===== src/rtl/ir_nec_decoder_pkg.sv =====
// Shared constants and state type for the NEC infrared decoder.
// All width limits are in timing ticks and are inclusive on both ends.
package ir_pkg;

  localparam int WIDTH_W = 11;

  localparam logic [WIDTH_W-1:0] LEAD_MARK_MIN     = 11'd800;
  localparam logic [WIDTH_W-1:0] LEAD_MARK_MAX     = 11'd1000;
  localparam logic [WIDTH_W-1:0] LEAD_SPC_DATA_MIN = 11'd400;
  localparam logic [WIDTH_W-1:0] LEAD_SPC_DATA_MAX = 11'd500;
  localparam logic [WIDTH_W-1:0] LEAD_SPC_REP_MIN  = 11'd200;
  localparam logic [WIDTH_W-1:0] LEAD_SPC_REP_MAX  = 11'd250;
  localparam logic [WIDTH_W-1:0] BIT_MARK_MIN      = 11'd40;
  localparam logic [WIDTH_W-1:0] BIT_MARK_MAX      = 11'd70;
  localparam logic [WIDTH_W-1:0] BIT_SPC0_MIN      = 11'd40;
  localparam logic [WIDTH_W-1:0] BIT_SPC0_MAX      = 11'd70;
  localparam logic [WIDTH_W-1:0] BIT_SPC1_MIN      = 11'd140;
  localparam logic [WIDTH_W-1:0] BIT_SPC1_MAX      = 11'd200;
  localparam logic [WIDTH_W-1:0] WIDTH_SAT         = 11'd2047;

  typedef enum logic [2:0] {
    ST_IDLE,
    ST_LEAD_MARK,
    ST_LEAD_SPACE,
    ST_BIT_MARK,
    ST_BIT_SPACE,
    ST_STOP_MARK
  } ir_state_t;

  function automatic logic in_range(input logic [WIDTH_W-1:0] w,
                                    input logic [WIDTH_W-1:0] lo,
                                    input logic [WIDTH_W-1:0] hi);
    return (w >= lo) && (w <= hi);
  endfunction

endpackage


===== src/rtl/ir_nec_decoder_if.sv =====
// Pin-side inputs and decoded-result outputs of the NEC decoder.
// master = the decoder itself, slave = pin driver / system controller side.
interface ir_nec_decoder_if;
  logic        ir_in;
  logic        defv;
  logic        frame_valid;
  logic [15:0] addr;
  logic [7:0]  cmd;
  logic        repeat_valid;
  logic        frame_err;
  logic        busy;

  modport master (
    input  ir_in, defv,
    output frame_valid, addr, cmd, repeat_valid, frame_err, busy
  );

  modport slave (
    output ir_in, defv,
    input  frame_valid, addr, cmd, repeat_valid, frame_err, busy
  );
endinterface


===== src/rtl/ir_nec_decoder_deglitch.sv =====
// Two-flop synchroniser followed by a stable-count filter on the raw IR pin.
// toggle pulses for one cycle on the cycle the accepted level has just changed.
module ir_deglitch #(
  parameter int GLITCH_CYC = 8
) (
  input  logic clk,
  input  logic rst,
  input  logic din,
  input  logic rst_val,
  output logic level,
  output logic toggle
);

  localparam int CW = (GLITCH_CYC > 1) ? $clog2(GLITCH_CYC) : 1;

  logic          sync1;
  logic          sync2;
  logic [CW-1:0] stable_cnt;

  always_ff @(posedge clk) begin
    if (rst) begin
      sync1      <= rst_val;
      sync2      <= rst_val;
      level      <= rst_val;
      stable_cnt <= '0;
      toggle     <= 1'b0;
    end else begin
      sync1  <= din;
      sync2  <= sync1;
      toggle <= 1'b0;
      if (sync2 == level) begin
        stable_cnt <= '0;
      end else if (stable_cnt == CW'(GLITCH_CYC - 1)) begin
        level      <= sync2;
        stable_cnt <= '0;
        toggle     <= 1'b1;
      end else begin
        stable_cnt <= stable_cnt + 1'b1;
      end
    end
  end

endmodule


===== src/rtl/ir_nec_decoder.sv =====
// NEC infrared frame decoder: measures filtered mark/space widths in ticks and
// emits one-cycle strobes for data frames, repeat codes and malformed frames.
//
// state        | meaning
// -------------+--------------------------------------------------
// IDLE         | waiting for a mark rising edge
// LEAD_MARK    | measuring the 9 ms leader mark
// LEAD_SPACE   | measuring leader space (data 4.5 ms / repeat 2.25 ms)
// BIT_MARK     | measuring a 560 us bit mark
// BIT_SPACE    | measuring bit space, its width selects 0 or 1
// STOP_MARK    | measuring the final mark, then frame is judged
module ir_nec_decoder
  import ir_pkg::*;
#(
  parameter int TICK_DIV   = 250,
  parameter int GLITCH_CYC = 8,
  parameter int REP_WIN    = 12000
) (
  input  logic              clk,
  input  logic              rst,
  ir_nec_decoder_if.master  bus
);

  localparam int TW = (TICK_DIV > 1) ? $clog2(TICK_DIV) : 1;

  logic               level;
  logic               toggle;
  logic               mark;
  logic               defv_q;
  logic               defv_chg;
  logic [TW-1:0]      tick_cnt;
  logic               tick;
  logic [WIDTH_W-1:0] width;
  logic [13:0]        rep_cnt;
  logic               rep_open;
  logic               rep_load;

  ir_state_t   state, state_nxt;
  logic [31:0] sr, sr_nxt;
  logic [4:0]  bit_idx, idx_nxt;
  logic        rep_flag, rep_nxt;
  logic        fv_d, rv_d, fe_d;

  logic        frame_valid_q;
  logic        repeat_valid_q;
  logic        frame_err_q;
  logic [15:0] addr_q;
  logic [7:0]  cmd_q;

  ir_deglitch #(.GLITCH_CYC(GLITCH_CYC)) u_deglitch (
    .clk     (clk),
    .rst     (rst),
    .din     (bus.ir_in),
    .rst_val (~bus.defv),
    .level   (level),
    .toggle  (toggle)
  );

  // Normalised so mark = 1 regardless of receiver polarity.
  assign mark     = ~(level ^ bus.defv);
  assign defv_chg = (bus.defv != defv_q);
  assign tick     = (tick_cnt == '0);
  assign rep_open = (rep_cnt != '0);

  always_ff @(posedge clk) begin
    if (rst) begin
      defv_q   <= bus.defv;
      tick_cnt <= TW'(TICK_DIV - 1);
      width    <= '0;
      rep_cnt  <= '0;
    end else begin
      defv_q <= bus.defv;
      if (tick) tick_cnt <= TW'(TICK_DIV - 1);
      else      tick_cnt <= tick_cnt - 1'b1;

      if (toggle)                          width <= '0;
      else if (tick && width != WIDTH_SAT) width <= width + 1'b1;

      if (rep_load)              rep_cnt <= 14'(REP_WIN);
      else if (tick && rep_open) rep_cnt <= rep_cnt - 1'b1;
    end
  end

  always_ff @(posedge clk) begin
    if (rst) begin
      state    <= ST_IDLE;
      sr       <= '0;
      bit_idx  <= '0;
      rep_flag <= 1'b0;
    end else begin
      state    <= state_nxt;
      sr       <= sr_nxt;
      bit_idx  <= idx_nxt;
      rep_flag <= rep_nxt;
    end
  end

  always_comb begin
    state_nxt = state;
    sr_nxt    = sr;
    idx_nxt   = bit_idx;
    rep_nxt   = rep_flag;
    fv_d      = 1'b0;
    rv_d      = 1'b0;
    fe_d      = 1'b0;
    rep_load  = 1'b0;

    // A polarity change mid-frame is a configuration event, not a bad frame.
    if (state != ST_IDLE && defv_chg) begin
      state_nxt = ST_IDLE;
    end else if (state != ST_IDLE && width == WIDTH_SAT) begin
      fe_d      = 1'b1;
      state_nxt = ST_IDLE;
    end else if (toggle) begin
      case (state)
        ST_IDLE: begin
          if (mark) state_nxt = ST_LEAD_MARK;
        end
        ST_LEAD_MARK: begin
          if (in_range(width, LEAD_MARK_MIN, LEAD_MARK_MAX)) begin
            state_nxt = ST_LEAD_SPACE;
          end else begin
            fe_d      = 1'b1;
            state_nxt = ST_IDLE;
          end
        end
        ST_LEAD_SPACE: begin
          if (in_range(width, LEAD_SPC_DATA_MIN, LEAD_SPC_DATA_MAX)) begin
            state_nxt = ST_BIT_MARK;
            idx_nxt   = '0;
            rep_nxt   = 1'b0;
          end else if (in_range(width, LEAD_SPC_REP_MIN, LEAD_SPC_REP_MAX)) begin
            state_nxt = ST_STOP_MARK;
            rep_nxt   = 1'b1;
          end else begin
            fe_d      = 1'b1;
            state_nxt = ST_IDLE;
          end
        end
        ST_BIT_MARK: begin
          if (in_range(width, BIT_MARK_MIN, BIT_MARK_MAX)) begin
            state_nxt = ST_BIT_SPACE;
          end else begin
            fe_d      = 1'b1;
            state_nxt = ST_IDLE;
          end
        end
        ST_BIT_SPACE: begin
          if (in_range(width, BIT_SPC0_MIN, BIT_SPC0_MAX) ||
              in_range(width, BIT_SPC1_MIN, BIT_SPC1_MAX)) begin
            sr_nxt    = {in_range(width, BIT_SPC1_MIN, BIT_SPC1_MAX), sr[31:1]};
            idx_nxt   = bit_idx + 5'd1;
            state_nxt = (bit_idx == 5'd31) ? ST_STOP_MARK : ST_BIT_MARK;
          end else begin
            fe_d      = 1'b1;
            state_nxt = ST_IDLE;
          end
        end
        ST_STOP_MARK: begin
          state_nxt = ST_IDLE;
          if (!in_range(width, BIT_MARK_MIN, BIT_MARK_MAX)) begin
            fe_d = 1'b1;
          end else if (rep_flag) begin
            // Stale repeats are dropped without flagging an error.
            if (rep_open) begin
              rv_d     = 1'b1;
              rep_load = 1'b1;
            end
          end else if (sr[23:16] == ~sr[31:24]) begin
            fv_d     = 1'b1;
            rep_load = 1'b1;
          end else begin
            fe_d = 1'b1;
          end
        end
        default: state_nxt = ST_IDLE;
      endcase
    end
  end

  always_ff @(posedge clk) begin
    if (rst) begin
      frame_valid_q  <= 1'b0;
      repeat_valid_q <= 1'b0;
      frame_err_q    <= 1'b0;
      addr_q         <= '0;
      cmd_q          <= '0;
    end else begin
      frame_valid_q  <= fv_d;
      repeat_valid_q <= rv_d;
      frame_err_q    <= fe_d;
      if (fv_d) begin
        addr_q <= sr[15:0];
        cmd_q  <= sr[23:16];
      end
    end
  end

  assign bus.frame_valid  = frame_valid_q;
  assign bus.repeat_valid = repeat_valid_q;
  assign bus.frame_err    = frame_err_q;
  assign bus.addr         = addr_q;
  assign bus.cmd          = cmd_q;
  assign bus.busy         = (state != ST_IDLE);

endmodule

===== src/flat_wrapper.sv =====
// flat-port wrapper written by rule: the top's interface ports become plain ports
module ir_nec_decoder_flat import ir_pkg::*;
#(
  parameter int TICK_DIV   = 250,
  parameter int GLITCH_CYC = 8,
  parameter int REP_WIN    = 12000
)
  (clk, rst, bus_ir_in, bus_defv, bus_frame_valid, bus_addr, bus_cmd, bus_repeat_valid, bus_frame_err, bus_busy);
  ir_nec_decoder_if bus_i ();
  input  logic clk;
  input  logic rst;
  input wire logic [$bits(bus_i.ir_in)-1:0] bus_ir_in;
  input wire logic [$bits(bus_i.defv)-1:0] bus_defv;
  output wire logic [$bits(bus_i.frame_valid)-1:0] bus_frame_valid;
  output wire logic [$bits(bus_i.addr)-1:0] bus_addr;
  output wire logic [$bits(bus_i.cmd)-1:0] bus_cmd;
  output wire logic [$bits(bus_i.repeat_valid)-1:0] bus_repeat_valid;
  output wire logic [$bits(bus_i.frame_err)-1:0] bus_frame_err;
  output wire logic [$bits(bus_i.busy)-1:0] bus_busy;
  assign bus_i.ir_in = bus_ir_in;
  assign bus_i.defv = bus_defv;
  assign bus_frame_valid = bus_i.frame_valid;
  assign bus_addr = bus_i.addr;
  assign bus_cmd = bus_i.cmd;
  assign bus_repeat_valid = bus_i.repeat_valid;
  assign bus_frame_err = bus_i.frame_err;
  assign bus_busy = bus_i.busy;
  ir_nec_decoder #(.TICK_DIV(TICK_DIV), .GLITCH_CYC(GLITCH_CYC), .REP_WIN(REP_WIN)) u_core (.clk(clk), .rst(rst), .bus(bus_i));
endmodule

===== config.mk =====
export PLATFORM = sky130hd
export DESIGN_NAME = ir_nec_decoder_flat
export DESIGN_NICKNAME = d
export VERILOG_FILES = /design/src/rtl/ir_nec_decoder_pkg.sv /design/src/rtl/ir_nec_decoder_if.sv /design/src/rtl/ir_nec_decoder_deglitch.sv /design/src/rtl/ir_nec_decoder.sv /design/src/flat_wrapper.sv
export SDC_FILE = /design/constraint.sdc
export NUM_CORES = 1
export LEC_CHECK = 0
export ABC_CLOCK_PERIOD_IN_PS = 5300
export CELL_PAD_IN_SITES_DETAIL_PLACEMENT = 0
export CELL_PAD_IN_SITES_GLOBAL_PLACEMENT = 2
export CORE_UTILIZATION = 40
export DETAILED_ROUTE_END_ITERATION = 6
export HOLD_SLACK_MARGIN = 0.05
export PLACE_DENSITY = 0.88
export SYNTH_ARGS = -nofsm -noshare
export SYNTH_HDL_FRONTEND = slang
export SYNTH_HIERARCHICAL = 1
export SYNTH_SLANG_ARGS = --single-unit

===== constraint.sdc =====
create_clock -name clk -period 5.3 [get_ports clk]
set_clock_uncertainty 0.05 [all_clocks]
set_input_delay 0.795 -clock clk [delete_from_list [all_inputs] [get_ports clk]]
set_output_delay 0.795 -clock clk [all_outputs]
set_load 0.05 [all_outputs]

Yosys cells after proc, flatten, opt, wreduce, memory -nomap -nowiden
Index checks and enable logic that the tools add are counted.
{ "totals": {"reg_bits": 109, "out_inout_bits": 28} }
{ "op_classes": {"order_cmp": 10, "n_bitwise": 9, "eq_ne": 16, "n_reduce_logical": 31, "muxes": 46, "n_addsub": 5} }
{ "op_table": {"columns": ["cell", "n"], "rows": [
  ["$mux 1", 32],
  ["$mux 14", 2],
  ["$ge 11x8->1 const B", 2],
  ["$le 11x8->1 const B", 2],
  ["$mux 3", 6],
  ["$pmux 3 s5", 1],
  ["$reduce_bool 14->1", 1],
  ["$sub 14x1->14 const B", 1],
  ["$add 11x1->11 const B", 1],
  ["$eq 11x11->1 const B", 1],
  ["$ge 11x10->1 const B", 1],
  ["$ge 11x6->1 const B", 1],
  ["$ge 11x9->1 const B", 1],
  ["$le 11x10->1 const B", 1],
  ["$le 11x7->1 const B", 1],
  ["$le 11x9->1 const B", 1],
  ["$ne 11x11->1 const B", 1],
  ["$mux 5", 2],
  ["$pmux 5 s2", 1],
  ["$reduce_and 5->1", 2],
  ["$reduce_or 2->1", 5],
  ["$eq 3x3->1 const B", 3],
  ["$logic_and 1x1->1", 9],
  ["$eq 8x8->1", 1],
  ["24 further kinds", 38]
]} }

Depth between registers and ports, before layout
{ "depth": {"depth_word": 10, "mapped_depth": 11, "ltp_nobuf": 8} }

Hierarchy
The synthesis kept the hierarchy.
{ "modules_own_cells": {"columns": ["mod", "area_each_um2", "cells_per_inst", "n_inst", "seq_area_each_um2"], "rows": [
  ["ir_nec_decoder", 4549.4, 493, 1, 2042.0],
  ["ir_deglitch", 257.7, 24, 1, 150.1]
]} }

Least setup slack after synthesis
Ideal clock, no wire load.
{ "synth_path": {"path_type": "input to register", "from": "in bus_defv", "to": "reg u_core.addr_q[0], in the netlist u_core/bus.addr[0]", "setup_time_ps": 128, "t_required_ps": 5122, "path_slack_ps": 2887, "arrival_ps": 2235, "cell_stages": 7, "cell_sequence": "xnor2_1 nand2_1 o21ai_1 nand4_1 buf_2 mux2i_1 nor2_1"} }
{ "synth_via": {"elab_chain_cells": 3} }
{ "synth_rtl": {"columns": ["element", "line_no", "source"], "rows": [
  ["from (decl)", "flat_wrapper.sv:13", "input wire logic [$bits(bus_i.defv)-1:0] bus_defv;"],
  ["$ne 1x1->1", "ir_nec_decoder.sv:61", "assign defv_chg = (bus.defv != defv_q);"],
  ["$logic_and 1x1->1", "ir_nec_decoder.sv:109", "if (state != ST_IDLE && defv_chg) begin"],
  ["$mux 1", "ir_nec_decoder.sv:109", null],
  ["to (signal assigned)", "ir_nec_decoder.sv:193", "addr_q <= sr[15:0];"],
  ["to (decl)", "ir_nec_decoder.sv:47", "logic [15:0] addr_q;"]
]} }
No other way between the ends.
A chain may end at the register's enable or synchronous reset.

Worst setup path in the final report
{ "layout_path": {"from": "in bus_defv", "to": "reg u_core.bit_idx[3]"} }
{ "layout_via": {"elab_chain_cells": 4} }
{ "layout_rtl": {"columns": ["element", "line_no", "source"], "rows": [
  ["$ne 1x1->1", "ir_nec_decoder.sv:61", null],
  ["$logic_and 1x1->1", "ir_nec_decoder.sv:109", null],
  ["$not 1->1 (no source line)", null, null],
  ["$reduce_and 6->1 (no source line)", null, null],
  ["to (signal assigned)", "ir_nec_decoder.sv:93", "bit_idx <= idx_nxt;"],
  ["to (decl)", "ir_nec_decoder.sv:40", "logic [4:0] bit_idx, idx_nxt;"]
]} }
No other way between the ends.

==> impl_metrics.toml <==
[run_status]
status = "finished, final reports clean"

[pwr]
finalPower_uw = 1570
power.leakage_uw = 0.00245
switchingPower_uw = 349
cellPowerDensity_nw_per_um2 = 285
cellInternalPower_uw = 1220
irDropWorstVdd_mv = 0.223
power_frac_seq = 0.531
p_sw_frac = 0.223
pwr-share-clk = 0.444
pwr-share-comb = 0.025

[yosys]
synth_fp_nets = 530
synth-seq-area-share = 0.456
synth_cell_type_count = 54
synth-seq-cells = 109
synth-edff-count = 1
yosysWarnings = 6
synthArstFlopShare = 0
ys.flop_type = "dfxtp_1"
synth_area_per_cell_um2 = 9.30
synth_area_um2 = 4810
syn_inst = 517

[grt]
grt_use_total = 0.159
grt_pass1_vias = 3407
gr-max-usage-layer = "met2"
met3_usage = 0.0457
grt_overflow = 0
grt_max_degree = 52
met2_usage = 0.251
met1_usage = 0.209
grt_pass1_wl_mm = 16.2
antenna_found_initial = 0

[timing]
layout_min_cycle_time_ns = 3.00
period_share = 0.566
finalHoldViolations = 0
tightestPinTransition_ns = 0.871
drv_slew = 0
tns_ns = 0
rsz0062_at_grt = "false"
setup_viol = 0
fmax_ghz = 0.333
slew_headroom = 0.419

[final_layout]
final_layout_size_suffix_gt1_frac = 0.0575
multi_input_comb_area_um2 = 2430
synthToLayoutAreaGrowth_pct = 14.3
instances_no_fill = 682
layout.nets = 547
layout.area.seq_um2 = 2190
n_fill_cell = 1115
antennaDiodeCount = 0

[die]
core_um2 = 11600
die_area_um2 = 12500
dieHeight_um = 112
initial_core_util = 0.416
die_x_um = 112
io_pins = 32
num_rows = 39

[clock_network]
cts_sinks = 109
htreeDepth = 3
cts.path.max_buffers = 2
cts_made_buffers = 9
cts_tree = "done"
clock_latency_ns = 0.35
cts_hold_buf = 0
cts-resized-gates = 0
cts.clk_slew.worst_paths_ns = 0.08
cts_root_buf = "clkbuf_16"
postCtsSetupBuffers = 0

[worst_setup_path]
slowest_delay_ns = 0.54
end_kind = "flip-flop"
reg2regPathDepth = 8
startpoint = "bus_defv"
crit_type = "in2reg"
cp_max_fo = 38
worstPathRequired_ns = 5.52
path_buf_inv = 2
crit_end = "u_core/bit_idx[3]"
start_kind = "input port"
rr_endpoint = "u_core/bit_idx[3]"
crit_chain = "clkdlybuf4s50_1 > xnor2_1 > nand2_1 > o21ai_1 > o211ai_1 > buf_4 > or3_1 > a211oi_1"
cp_slowest_cell = "clkdlybuf4s50_1"
reg2reg_slack_ns = 2.41
rr_startpoint = "u_core/width[0]"
cp_top_family = "buffers and inverters"
worst_ep_arrival_time_ns = 3.22
cp.depth = 8

[placement]
dp_cells = 666
place.gp.congestion = 0.796
port_buffers = 31
dp_hpwl_mm = 6.22

[routing]
post_drt_wl_per_cell_um = 13.6
ant_nets = 0
dr.pass1.iters = 4
vias_per_cell = 5.16
drt_iter0_drc = 157
drt-total-wl_mm = 9.30
route.vias.total = 3519
drc_errors = 0

[hold_path]
hold_class = "reg2reg"

[flow_run]
max_cap_viol_count = 0
worst register-to-register path, stage by stage, from the launching register on:
cell and delay (ns):
dfxtp_1 0.48, ha_1 0.31, nand4_1 0.16, nor3_2 0.43, o21ai_1 0.29, o211ai_1 0.18
buf_4 0.51, o21ai_0 0.20, a211oi_1 0.22
area by class of cell:
class | count | area share
inverter | 16 | 0.0109
timing repair buffer | 34 | 0.0597
clock buffer | 10 | 0.0417
tap | 143 | 0.0326
multi-input combinational | 364 | 0.442
clock inverter | 6 | 0.0139
sequential | 109 | 0.399
sequential cells by signal (all words and copies together) (netlist names):
signal                        flops
u_core/u_deglitch/stable_cnt      3
u_core/u_deglitch/level           1
u_core/u_deglitch/toggle          1
u_core/tick_cnt                   8
u_core/bit_idx                    5
u_core/state                      3
u_core/bus.cmd                    8
u_core/bus.repeat_valid           1
u_core/rep_flag                   1
u_core/u_deglitch/sync1           1
u_core/width                     11
u_core/bus.frame_valid            1
u_core/sr                        32
u_core/bus.frame_err              1
u_core/rep_cnt                   14
u_core/defv_q                     1
u_core/u_deglitch/sync2           1
u_core/bus.addr                  16
cells by family (layout without fill, tap and decap cells):
family,Yosys count,after routing,share of synthesized area
AOI/OAI and AO/OA,59,59,0.0836
xor gates and xnor gates,36,36,0.0656
adders and majority gates,9,9,0.0234
buffers and inverters,44,66,0.0388
DFF,109,109,0.456
muxes,55,55,0.115
and+or+nand+nor,205,205,0.218
worst min-delay path by stage:
stage          slack, ns               start            endpoint  cells after the start
2_1_floorplan       0.33  u_core/tick_cnt[0]  u_core/tick_cnt[0]                      1
3_3_place_gp        0.35  u_core/tick_cnt[0]  u_core/tick_cnt[0]                      1
3_5_place_dp        0.35  u_core/tick_cnt[0]  u_core/tick_cnt[0]                      1
4_1_cts             0.37  u_core/tick_cnt[0]  u_core/tick_cnt[0]                      1
5_1_grt             0.39  u_core/tick_cnt[0]  u_core/tick_cnt[0]                      1
6_report            0.36  u_core/tick_cnt[0]  u_core/tick_cnt[0]                      1
synthesized netlist by cell type, types with 10 or more instances:
cell type	count	area, µm²
a21oi_1	13	65.1
buf_2	10	50.1
clkbuf_1	15	56.3
dfxtp_1	108	2160
inv_1	16	60.1
mux2i_1	55	551
nand2_1	19	71.3
nand3_1	14	70.1
nor2_1	89	334
nor3_1	17	85.1
o21ai_0	14	70.1
xnor2_1	16	140
xor2_1	20	175
power groups by stage:
stage | registers [µW] | clock network, µW | logic, µW
6_report | 833 | 696 | 38.5
5_1_grt | 834 | 752 | 43.9
4_1_cts | 833 | 722 | 39.0
3_5_place_dp | 852 | 0 | 38.8
3_3_place_gp | 852 | 0 | 38.0
2_1_floorplan | 851 | 0 | 30.7
cell usage in the layout (no fill, tap or decap), drive strengths merged, types with 3 or more instances in the layout:
master,netlist,routed
clkbuf,16,10
a211oi,5,5
or3,8,8
xnor2,16,16
o2111ai,3,3
a31oi,4,4
nor2,89,89
or4,3,3
mux2i,55,55
dfxtp,108,108
and3,5,5
nand4,8,8
nand2b,10,10
a21oi,13,13
ha,9,9
nor4b,6,6
and2,3,3
o21ai,15,15
nor3b,4,4
buf,12,4
nor3,18,18
o21a,5,5
nand3,14,14
o2bb2ai,3,3
o211ai,4,4
nor2b,7,7
xor2,20,20
clkdlybuf4s50,0,30
nor4,5,5
inv,16,20
nand2,19,19
metal layers:
metal  part of all wire  vias up
met5                  0        -
met4              0.014        0
met3              0.034       13
met2               0.46       40
met1               0.49     1644
li1                   -     1822
per-stage QoR:
stage | setup WS, ns | area (µm²) | util | hold slack, ns
finish | 2.30 | 5490 | 0.475 | 0.365
detailed placement | 1.93 | 5190 | 0.449 | 0.353
floorplan | 2.89 | 4810 | - | 0.334
global placement | 2.03 | 5190 | 0.449 | 0.347
global route | 2.13 | 5490 | 0.475 | 0.392
CTS | 2.30 | 5490 | 0.475 | 0.370
Power figures use the tool's default switching activity.
